<file path="src/rtl/spi_slave.sv">
// SPI mode-0 slave with synchronised SCLK/CS/MOSI, byte-wide rx/tx and a valid/ready receive handshake.
// Optional sticky overrun flag and port enabled by defining SPI_SLAVE_OVERRUN_EN.
module spi_slave #(
  parameter int SYNC_STAGES = 2
) (
  input  logic       clk,
  input  logic       reset_n,
  input  logic       SCLK,
  input  logic       CS,
  input  logic       MOSI,
  output logic       MISO,
  input  logic [7:0] tx_data,
  output logic [7:0] rx_data,
  output logic       rx_valid,
  input  logic       rx_ready,
  output logic       busy,
  output logic       done
`ifdef SPI_SLAVE_OVERRUN_EN
  ,
  output logic       overrun
`endif
);

  typedef enum logic {IDLE = 1'b0, ACTIVE = 1'b1} state_t;

  logic [SYNC_STAGES-1:0] sclk_sync_r;
  logic [SYNC_STAGES-1:0] cs_sync_r;
  logic [SYNC_STAGES-1:0] mosi_sync_r;
  logic [SYNC_STAGES-1:0] fill_r;
  logic                   armed_r;
  logic                   armed_now_s;
  logic                   sclk_rise_s;
  logic                   sclk_fall_s;
  logic                   cs_rise_s;
  logic                   cs_fall_s;
  logic                   mosi_s;

  state_t     state_r, state_next_s;
  logic [2:0] bit_cnt_r, bit_cnt_next_s;
  logic [6:0] tx_shift_r, tx_shift_next_s;
  logic [6:0] rx_shift_r, rx_shift_next_s;
  logic       miso_r, miso_next_s;
  logic [7:0] rx_data_r, rx_data_next_s;
  logic       rx_valid_r, rx_valid_next_s;
  logic       busy_r, busy_next_s;
  logic       done_r, done_next_s;
  logic       byte_done_r, byte_done_next_s;
`ifdef SPI_SLAVE_OVERRUN_EN
  logic       overrun_r, overrun_next_s;
`endif

  // Synchroniser chains; stage 0 is nearest the pin. fill_r marks stages holding genuine pin samples.
  always_ff @(posedge clk or negedge reset_n) begin
    if (!reset_n) begin
      sclk_sync_r <= '0;
      cs_sync_r   <= '1;
      mosi_sync_r <= '0;
      fill_r      <= '0;
      armed_r     <= 1'b0;
    end else begin
      sclk_sync_r <= {sclk_sync_r[SYNC_STAGES-2:0], SCLK};
      cs_sync_r   <= {cs_sync_r[SYNC_STAGES-2:0], CS};
      mosi_sync_r <= {mosi_sync_r[SYNC_STAGES-2:0], MOSI};
      fill_r      <= {fill_r[SYNC_STAGES-2:0], 1'b1};
      armed_r     <= armed_now_s;
    end
  end

  // A CS fall only counts once CS has really been seen high since reset, so a reset mid-frame waits for a new frame.
  assign armed_now_s = armed_r | (fill_r[SYNC_STAGES-1] & cs_sync_r[SYNC_STAGES-1]);
  assign sclk_rise_s = sclk_sync_r[SYNC_STAGES-2] & ~sclk_sync_r[SYNC_STAGES-1];
  assign sclk_fall_s = ~sclk_sync_r[SYNC_STAGES-2] & sclk_sync_r[SYNC_STAGES-1];
  assign cs_rise_s   = cs_sync_r[SYNC_STAGES-2] & ~cs_sync_r[SYNC_STAGES-1];
  assign cs_fall_s   = ~cs_sync_r[SYNC_STAGES-2] & cs_sync_r[SYNC_STAGES-1];
  assign mosi_s      = mosi_sync_r[SYNC_STAGES-1];

  // State, shift registers and all registered outputs.
  always_ff @(posedge clk or negedge reset_n) begin
    if (!reset_n) begin
      state_r     <= IDLE;
      bit_cnt_r   <= 3'd0;
      tx_shift_r  <= 7'h00;
      rx_shift_r  <= 7'h00;
      miso_r      <= 1'b0;
      rx_data_r   <= 8'h00;
      rx_valid_r  <= 1'b0;
      busy_r      <= 1'b0;
      done_r      <= 1'b0;
      byte_done_r <= 1'b0;
`ifdef SPI_SLAVE_OVERRUN_EN
      overrun_r   <= 1'b0;
`endif
    end else begin
      state_r     <= state_next_s;
      bit_cnt_r   <= bit_cnt_next_s;
      tx_shift_r  <= tx_shift_next_s;
      rx_shift_r  <= rx_shift_next_s;
      miso_r      <= miso_next_s;
      rx_data_r   <= rx_data_next_s;
      rx_valid_r  <= rx_valid_next_s;
      busy_r      <= busy_next_s;
      done_r      <= done_next_s;
      byte_done_r <= byte_done_next_s;
`ifdef SPI_SLAVE_OVERRUN_EN
      overrun_r   <= overrun_next_s;
`endif
    end
  end

  // Next-state and datapath; tx_shift holds only the bits still to send after the one on MISO.
  always_comb begin
    state_next_s     = state_r;
    bit_cnt_next_s   = bit_cnt_r;
    tx_shift_next_s  = tx_shift_r;
    rx_shift_next_s  = rx_shift_r;
    miso_next_s      = miso_r;
    rx_data_next_s   = rx_data_r;
    byte_done_next_s = byte_done_r;
    done_next_s      = 1'b0;
`ifdef SPI_SLAVE_OVERRUN_EN
    overrun_next_s   = overrun_r;
`endif
    if (rx_valid_r && rx_ready) begin
      rx_valid_next_s = 1'b0;
    end else begin
      rx_valid_next_s = rx_valid_r;
    end

    case (state_r)
      IDLE: begin
        miso_next_s = 1'b0;
        if (cs_fall_s && armed_now_s) begin
          state_next_s     = ACTIVE;
          tx_shift_next_s  = tx_data[6:0];
          miso_next_s      = tx_data[7];
          bit_cnt_next_s   = 3'd0;
          rx_shift_next_s  = 7'h00;
          byte_done_next_s = 1'b0;
        end else begin
          bit_cnt_next_s = 3'd0;
        end
      end
      ACTIVE: begin
        if (cs_rise_s) begin
          // Any partial byte is dropped here; rx_data/rx_valid are left alone.
          state_next_s     = IDLE;
          bit_cnt_next_s   = 3'd0;
          miso_next_s      = 1'b0;
          byte_done_next_s = 1'b0;
        end else if (sclk_rise_s) begin
          rx_shift_next_s = {rx_shift_r[5:0], mosi_s};
          bit_cnt_next_s  = bit_cnt_r + 3'd1;
          if (bit_cnt_r == 3'd7) begin
            rx_data_next_s   = {rx_shift_r, mosi_s};
            rx_valid_next_s  = 1'b1;
            done_next_s      = 1'b1;
            byte_done_next_s = 1'b1;
`ifdef SPI_SLAVE_OVERRUN_EN
            if (rx_valid_r && !rx_ready) begin
              overrun_next_s = 1'b1;
            end else begin
              overrun_next_s = overrun_r;
            end
`endif
          end else begin
            byte_done_next_s = 1'b0;
          end
        end else if (sclk_fall_s) begin
          if (bit_cnt_r != 3'd0) begin
            miso_next_s     = tx_shift_r[6];
            tx_shift_next_s = {tx_shift_r[5:0], 1'b0};
          end else if (byte_done_r) begin
            miso_next_s      = tx_data[7];
            tx_shift_next_s  = tx_data[6:0];
            byte_done_next_s = 1'b0;
          end else begin
            miso_next_s = miso_r;
          end
        end else begin
          state_next_s = ACTIVE;
        end
      end
      default: begin
        state_next_s = IDLE;
        miso_next_s  = 1'b0;
      end
    endcase

    busy_next_s = (state_next_s == ACTIVE);
  end

  assign MISO     = miso_r;
  assign rx_data  = rx_data_r;
  assign rx_valid = rx_valid_r;
  assign busy     = busy_r;
  assign done     = done_r;
`ifdef SPI_SLAVE_OVERRUN_EN
  assign overrun  = overrun_r;
`endif

endmodule

</file>
<file path="config.mk">
export PLATFORM = sky130hd
export DESIGN_NAME = spi_slave
export DESIGN_NICKNAME = d
export VERILOG_FILES = /design/src/rtl/spi_slave.sv
export SDC_FILE = /design/constraint.sdc
export NUM_CORES = 1
export LEC_CHECK = 0
export ABC_AREA = 1
export BUFFER_PORTS_ARGS = -buffer_cell sky130_fd_sc_hd__buf_2
export CORE_MARGIN = 2
export CORE_UTILIZATION = 57
export CTS_BUF_LIST = sky130_fd_sc_hd__clkbuf_8
export CTS_CLUSTER_SIZE = 12
export DETAILED_ROUTE_END_ITERATION = 10
export GPL_TIMING_DRIVEN = 0
export PLACE_DENSITY = 0.76
export SLEW_MARGIN = 20
export SYNTH_ARGS = -nofsm -noshare
export SYNTH_HDL_FRONTEND = slang
export SYNTH_SLANG_ARGS = --single-unit
</file>
<file path="constraint.sdc">
create_clock -name clk -period 2.2 [get_ports clk]
set_clock_uncertainty 0.15 [all_clocks]
set_input_delay 0.44 -clock clk [delete_from_list [all_inputs] [get_ports clk]]
set_output_delay 0.44 -clock clk [all_outputs]
set_load 0.02 [all_outputs]
</file>
==> flow_metrics.tcl, run 1 <==
set metrics [dict create \
    cts_tree "done" \
    cts_hold_buf 0 \
    die_height_um 58.5 \
    grt_pass1_wl_um 5190 \
    port-buffer-count 25 \
    ys_seq_area_frac 0.577 \
    endpoint_kind "flip-flop" \
    ys_ff_latch 39 \
    synth-edff-count 0 \
    yosysUniqueCellTypes 20 \
    setup_violations 0 \
    fin_tns_setup_ns 0 \
    placed_cells 239 \
    place_hpwl_um 2080 \
    reg2reg_setup_slack_ns 0.49 \
    tightest_slew_ns 0.830 \
    r2r_cells 6 \
    power_frac_comb 0.133 \
    die_width_um 58.5 \
    gp_congestion 0.796 \
    fin_ws_ns 0.494 \
    synthTopCellsByCount "nand2_1 (65), dfrtp_1 (37), inv_1 (22), nand3_1 (18), o21ai_0 (11)" \
    cts-resized-gates 0 \
    crit_arrival_ns 1.72 \
    clk_pin_slew_worst_paths_ns 0.07 \
    seqPwrFrac 0.516 \
    crit_required_ns 2.22 \
    pre_cts_ws_ns 0.498 \
    drt_first_pass_iters 4 \
    critPathKind "flip-flop to flip-flop" \
    p_int_w 0.00119 \
    clock_tree.buffer_depth 2 \
    cts_inserted_buffers 5 \
    cp-start-kind "flip-flop" \
    drv_cap 0 \
    postSynth.asyncResetShare 1.00 \
    syn_area_per_cell_um2 9.26 \
    cts_setup_buffers 0 \
    fillers 235 \
    powerDensity_nw_per_um2 813 \
    grt_pass1_vias 1195 \
    yosysWarnings 0 \
    area_delta_synth_final_pct 15.7 \
    gr-total-overflow 0 \
    worstReg2RegEnd "rx_shift_r[1]" \
    synth_largest_area_cell "dfrtp_1" \
    hold_viol 0 \
    grt_max_degree 40 \
    p_switching_w 0.000407 \
    netlist_instances 183 \
    design.core.area_um2 2780 \
    fin_crit_ns 1.71 \
    outcome "finished clean" \
    ios 26 \
    drv_slew 0 \
    diodes 0 \
    synthTopCellsByArea "dfrtp_1 (55%), nand2_1 (14%), nand3_1 (5.3%)" \
    hold_class "input port to asynchronous set/reset pin" \
    dieArea_um2 3430 \
    period_share 0.775 \
    drtAntennaViolNets 0 \
    htreeDepth 2 \
    drt-initial-drc-count 53 \
    cp_max_fo 10 \
    vias_per_cell 5.15 \
    num_vias 1267 \
    cts.sinks 39 \
    nNetsFinal 232 \
    crit_end "rx_shift_r[1]" \
    leakagePower_nw 1.08 \
    wirelength_um 3010 \
    power_frac_clock 0.351 \
    syn-cell-area_um2 1700 \
    netlist.area_leader.share 0.546 \
    r2r_start "cs_sync_r[1]" \
    synth_ff_type "dfrtp_1" \
    maxClockFrequency_ghz 0.586 \
    relSlewSlack 0.447 \
    ir_drop_v 0.000915 \
    drc 0 \
    switching_share 0.256 \
    syn_nets 200 \
    cts_root_buf "clkbuf_8" \
    drt-wirelength-per-cell_um 12.2 \
    antenna_found_initial 0 \
    num_rows 19 \
    rsz0062_at_grt "no" \
    clk_latency_ns 0.29 \
    drive_gt1_frac 0.233 \
    layout.cells.non_filler 246 \
    grtUsageTotal 0.208 \
    start_util 0.610 \
    synth.most_common_cell "nand2_1" \
    startpoint "cs_sync_r[1]" \
]
kinds of logic (layout without fill, tap and decap cells):
kind of cell    count (synthesis)  in the layout  synth area share
buf+inv                        26             58            0.0672
fa+ha+maj                       3              3            0.0221
flops                          39             39             0.577
other cells                     1              1           0.00221
compound gates                 19             19            0.0782
simple gates                   95             95             0.253
sequential cells by signal, indices dropped and copies added (netlist names):
| register | cells |
|---|---|
| tx_shift_r | 7 |
| sclk_sync_r | 2 |
| done | 1 |
| rx_data | 8 |
| cs_sync_r | 2 |
| armed_r | 1 |
| rx_shift_r | 7 |
| mosi_sync_r | 2 |
| MISO | 1 |
| busy | 1 |
| rx_valid | 1 |
| bit_cnt_r | 3 |
| fill_r | 2 |
| byte_done_r | 1 |
routing by layer:
metal	part of all wire	wire length, um	vias to the layer above	GRT usage
li1	-	-	634	-
met1	0.44	1340	594	0.260
met2	0.48	1450	33	0.324
met3	0.054	163	6	0.0725
met4	0.019	57	0	0.0963
met5	0	0	-	0
power by group through the flow:
stage | logic (W) | clock network (W) | registers [W]
after floorplan | 0.000140 | 0 | 0.000838
after global placement | 0.000204 | 0 | 0.000834
after detailed placement | 0.000212 | 0 | 0.000836
after CTS | 0.000215 | 0.000568 | 0.000823
after global routing | 0.000241 | 0.000592 | 0.000831
final | 0.000212 | 0.000560 | 0.000823
worst max-delay path, stage by stage, from the launching register on:
cell	delay (ns)
dfstp_2	0.53
inv_1	0.08
nor2_1	0.20
nand3_2	0.21
buf_2	0.25
nand3_1	0.09
o21ai_0	0.09
layout make-up:
cell class,count,area [um^2],share of cell area
sequential,39,978,0.499
multi-input combinational,118,603,0.307
timing repair buffer,25,125,0.0638
inverter,23,86.3,0.0440
clock buffer,5,68.8,0.0351
tap,31,38.8,0.0198
clock inverter,2,33.8,0.0172
buffer,3,27.5,0.0140
metrics by stage:
step / utilization / instance area (um^2) / total power [W] / hold slack (ns)
global placement: 0.668 / 1860 / 0.00104 / 0.188
detailed placement: 0.668 / 1860 / 0.00105 / 0.185
global route: 0.705 / 1960 / 0.00166 / 0.0883
floorplan: - / 1700 / 0.000979 / -0.00559
finish: 0.705 / 1960 / 0.00159 / 0.0953
CTS: 0.705 / 1960 / 0.00161 / 0.0913
worst min-delay path by stage:
stage | cells after the start | to | slack, ns | from
global route | 1 | cs_sync_r[0] | 0.09 | CS
global placement | 0 | fill_r[1] | 0.19 | fill_r[0]
floorplan | 0 | MISO | -0.006 | reset_n
finish | 1 | done | 0.1 | reset_n
CTS | 1 | cs_sync_r[0] | 0.09 | CS
detailed placement | 0 | fill_r[1] | 0.18 | fill_r[0]
cells in the final DEF (no fill, tap or decap), drive strengths merged, types with 2 or more instances in the layout:
cell type / instances
nand3: 21
inv: 24
dfstp: 2
dfrtp: 37
nand2: 67
o21ai: 18
ha: 3
clkbuf: 5
buf: 28
nor2: 5
Note: power is estimated with default switching activity, not from simulation.
==> inputs of run 2 (changes only) <==
CORE_UTILIZATION = 52   (was 57)
PLACE_DENSITY = 0.73   (was 0.76)
clock period = 1.39 ns   (was 2.2 ns; I/O delays follow)
==> flow_metrics.tcl, run 2 (synthesis gave the netlist of run 1 again) <==
set metrics [dict create \
    setup_violations 29 \
    clk_latency_ns 0.29 \
    num_rows 20 \
    grt_pass1_wl_um 5580 \
    drtAntennaViolNets 0 \
    grt_max_degree 40 \
    gp_congestion 0.841 \
    drv_slew 0 \
    cts.sinks 39 \
    powerDensity_nw_per_um2 1110 \
    relSlewSlack 0.654 \
    violations "negative setup slack" \
    cts_root_buf "clkbuf_8" \
    ir_drop_v 0.000829 \
    htreeDepth 2 \
    nNetsFinal 252 \
    die_width_um 61.1 \
    fin_ws_ns -0.176 \
    diodes 0 \
    cp_max_fo 7 \
    drc 0 \
    pre_cts_ws_ns -0.312 \
    finalPower_w 0.00248 \
    drt_first_pass_iters 4 \
    cp-start-kind "flip-flop" \
    area_delta_synth_final_pct 31.7 \
    outcome "complete, but fails checks" \
    grt_pass1_vias 1307 \
    fin_crit_ns 1.57 \
    period_share 1.13 \
    die_height_um 61.1 \
    wirelength_um 3430 \
    endpoint_kind "flip-flop" \
    drive_gt1_frac 0.360 \
    min_from "tx_data[2]" \
    crit_required_ns 1.43 \
    hold_class "input port to flip-flop" \
    fillers 235 \
    gr-total-overflow 0 \
    start_util 0.551 \
    finish.utilization 0.725 \
    design.core.area_um2 3080 \
    startpoint "cs_sync_r[1]" \
    port-buffer-count 25 \
    drv_cap 0 \
    maxClockFrequency_ghz 0.639 \
    antenna_found_initial 0 \
    whs_ns 0.123 \
    clk_pin_slew_worst_paths_ns 0.08 \
    layout_commonest_cell "nand2_1" \
    cts_tree "done" \
    leakagePower_nw 1.18 \
    largest_register_ff_count 8 \
    dieArea_um2 3730 \
    regArea_um2 978 \
    vias_per_cell 4.88 \
    rsz0062_at_grt "yes" \
    final_cell_mix "nand2_1 (56), dfrtp_1 (37), buf_2 (24), inv_1 (18), nand3_1 (18)" \
    r2r_start "cs_sync_r[1]" \
    cts_inserted_buffers 5 \
    multi_input_area_um2 646 \
    clock_tree.buffer_depth 2 \
    ios 26 \
    drt-initial-drc-count 71 \
    critPathKind "flip-flop to flip-flop" \
    place_hpwl_um 2160 \
    grtUsageTotal 0.210 \
    tightest_slew_ns 0.518 \
    drt-wirelength-per-cell_um 12.2 \
    num_vias 1367 \
    hold_viol 0 \
    crit_arrival_ns 1.60 \
]
[run 2: changes by cell type in the layout (fill, tap and decap cells not counted), moves of 2 or more]
cell	change
o21ai_0	-9
nand2_2	+8
nand2_1	-9
buf_2	-2
buf_6	+5
o21ai_1	+7
buf_4	+8
nor2_1	-2
o21ai_2	+2
inv_2	+4
dlygate4sd3_1	+5
nor2_2	+2
inv_1	-5
[run 2: metrics by stage]
stage                     setup TNS (ns)  instance area (um^2)  cells
after floorplan                    -1.89                  1700    183
after global placement             -4.87                  1880    252
after detailed placement           -6.42                  1880    252
after CTS                          -3.22                  2190    277
after global routing               -5.52                  2230    280
final                              -3.36                  2230    280
[run 2: cell type report]
type	instances	area share
inverters	23	0.0398
well taps	44	0.0247
flip-flops and latches	39	0.438
plain buffers	3	0.0168
repair buffers	45	0.153
clock buffers	5	0.0308
clock inverters	3	0.00729
multi-input cells	118	0.289
[run 2: metal layers]
layer | global-route usage | vias up | part of all wire
li1 | - | 675 | -
met3 | 0.0651 | 6 | 0.046
met5 | 0 | - | 0
met1 | 0.265 | 650 | 0.43
met4 | 0.106 | 0 | 0.015
met2 | 0.328 | 36 | 0.51
[run 2: worst max-delay path, cell delays in order, from the launching register on]
cell,delay [ns]
dfstp_2,0.56
inv_4,0.05
a21oi_4,0.13
buf_12,0.14
nand3_4,0.13
buf_6,0.18
nand2_1,0.07
o21ai_2,0.05
[run 2: worst paths after layout]
kind / slack (ns) / cells after the start / end
worst max register to register: -0.18 / 7 / rx_data[0]
worst max-delay path: -0.18 / 7 / rx_data[0]
max in group asynchronous: 0.36 / 2 / cs_sync_r[0]
worst min register to register: 0.20 / 0 / fill_r[1]
worst min-delay path: 0.12 / 5 / tx_shift_r[2]
min in group asynchronous: 0.37 / 2 / fill_r[1]
[run 2: what timing repair did]
item                       in CTS  in global routing
pin swaps                       8                  1
gates resized for setup        23                 11
setup endpoints to repair      29                 67
hold buffers                    5                  0
hold endpoints to repair       41                  0
setup buffers                  10                  3
gates cloned                    2                  0
[run 2: power breakdown]
group	switching (W)	total (W)	internal (W)	leakage, nW
Combinational	0.000249	0.000443	0.000194	0.630
Clock	0.000387	0.000730	0.000343	0.0453
Sequential	0.0000653	0.00131	0.00124	0.503
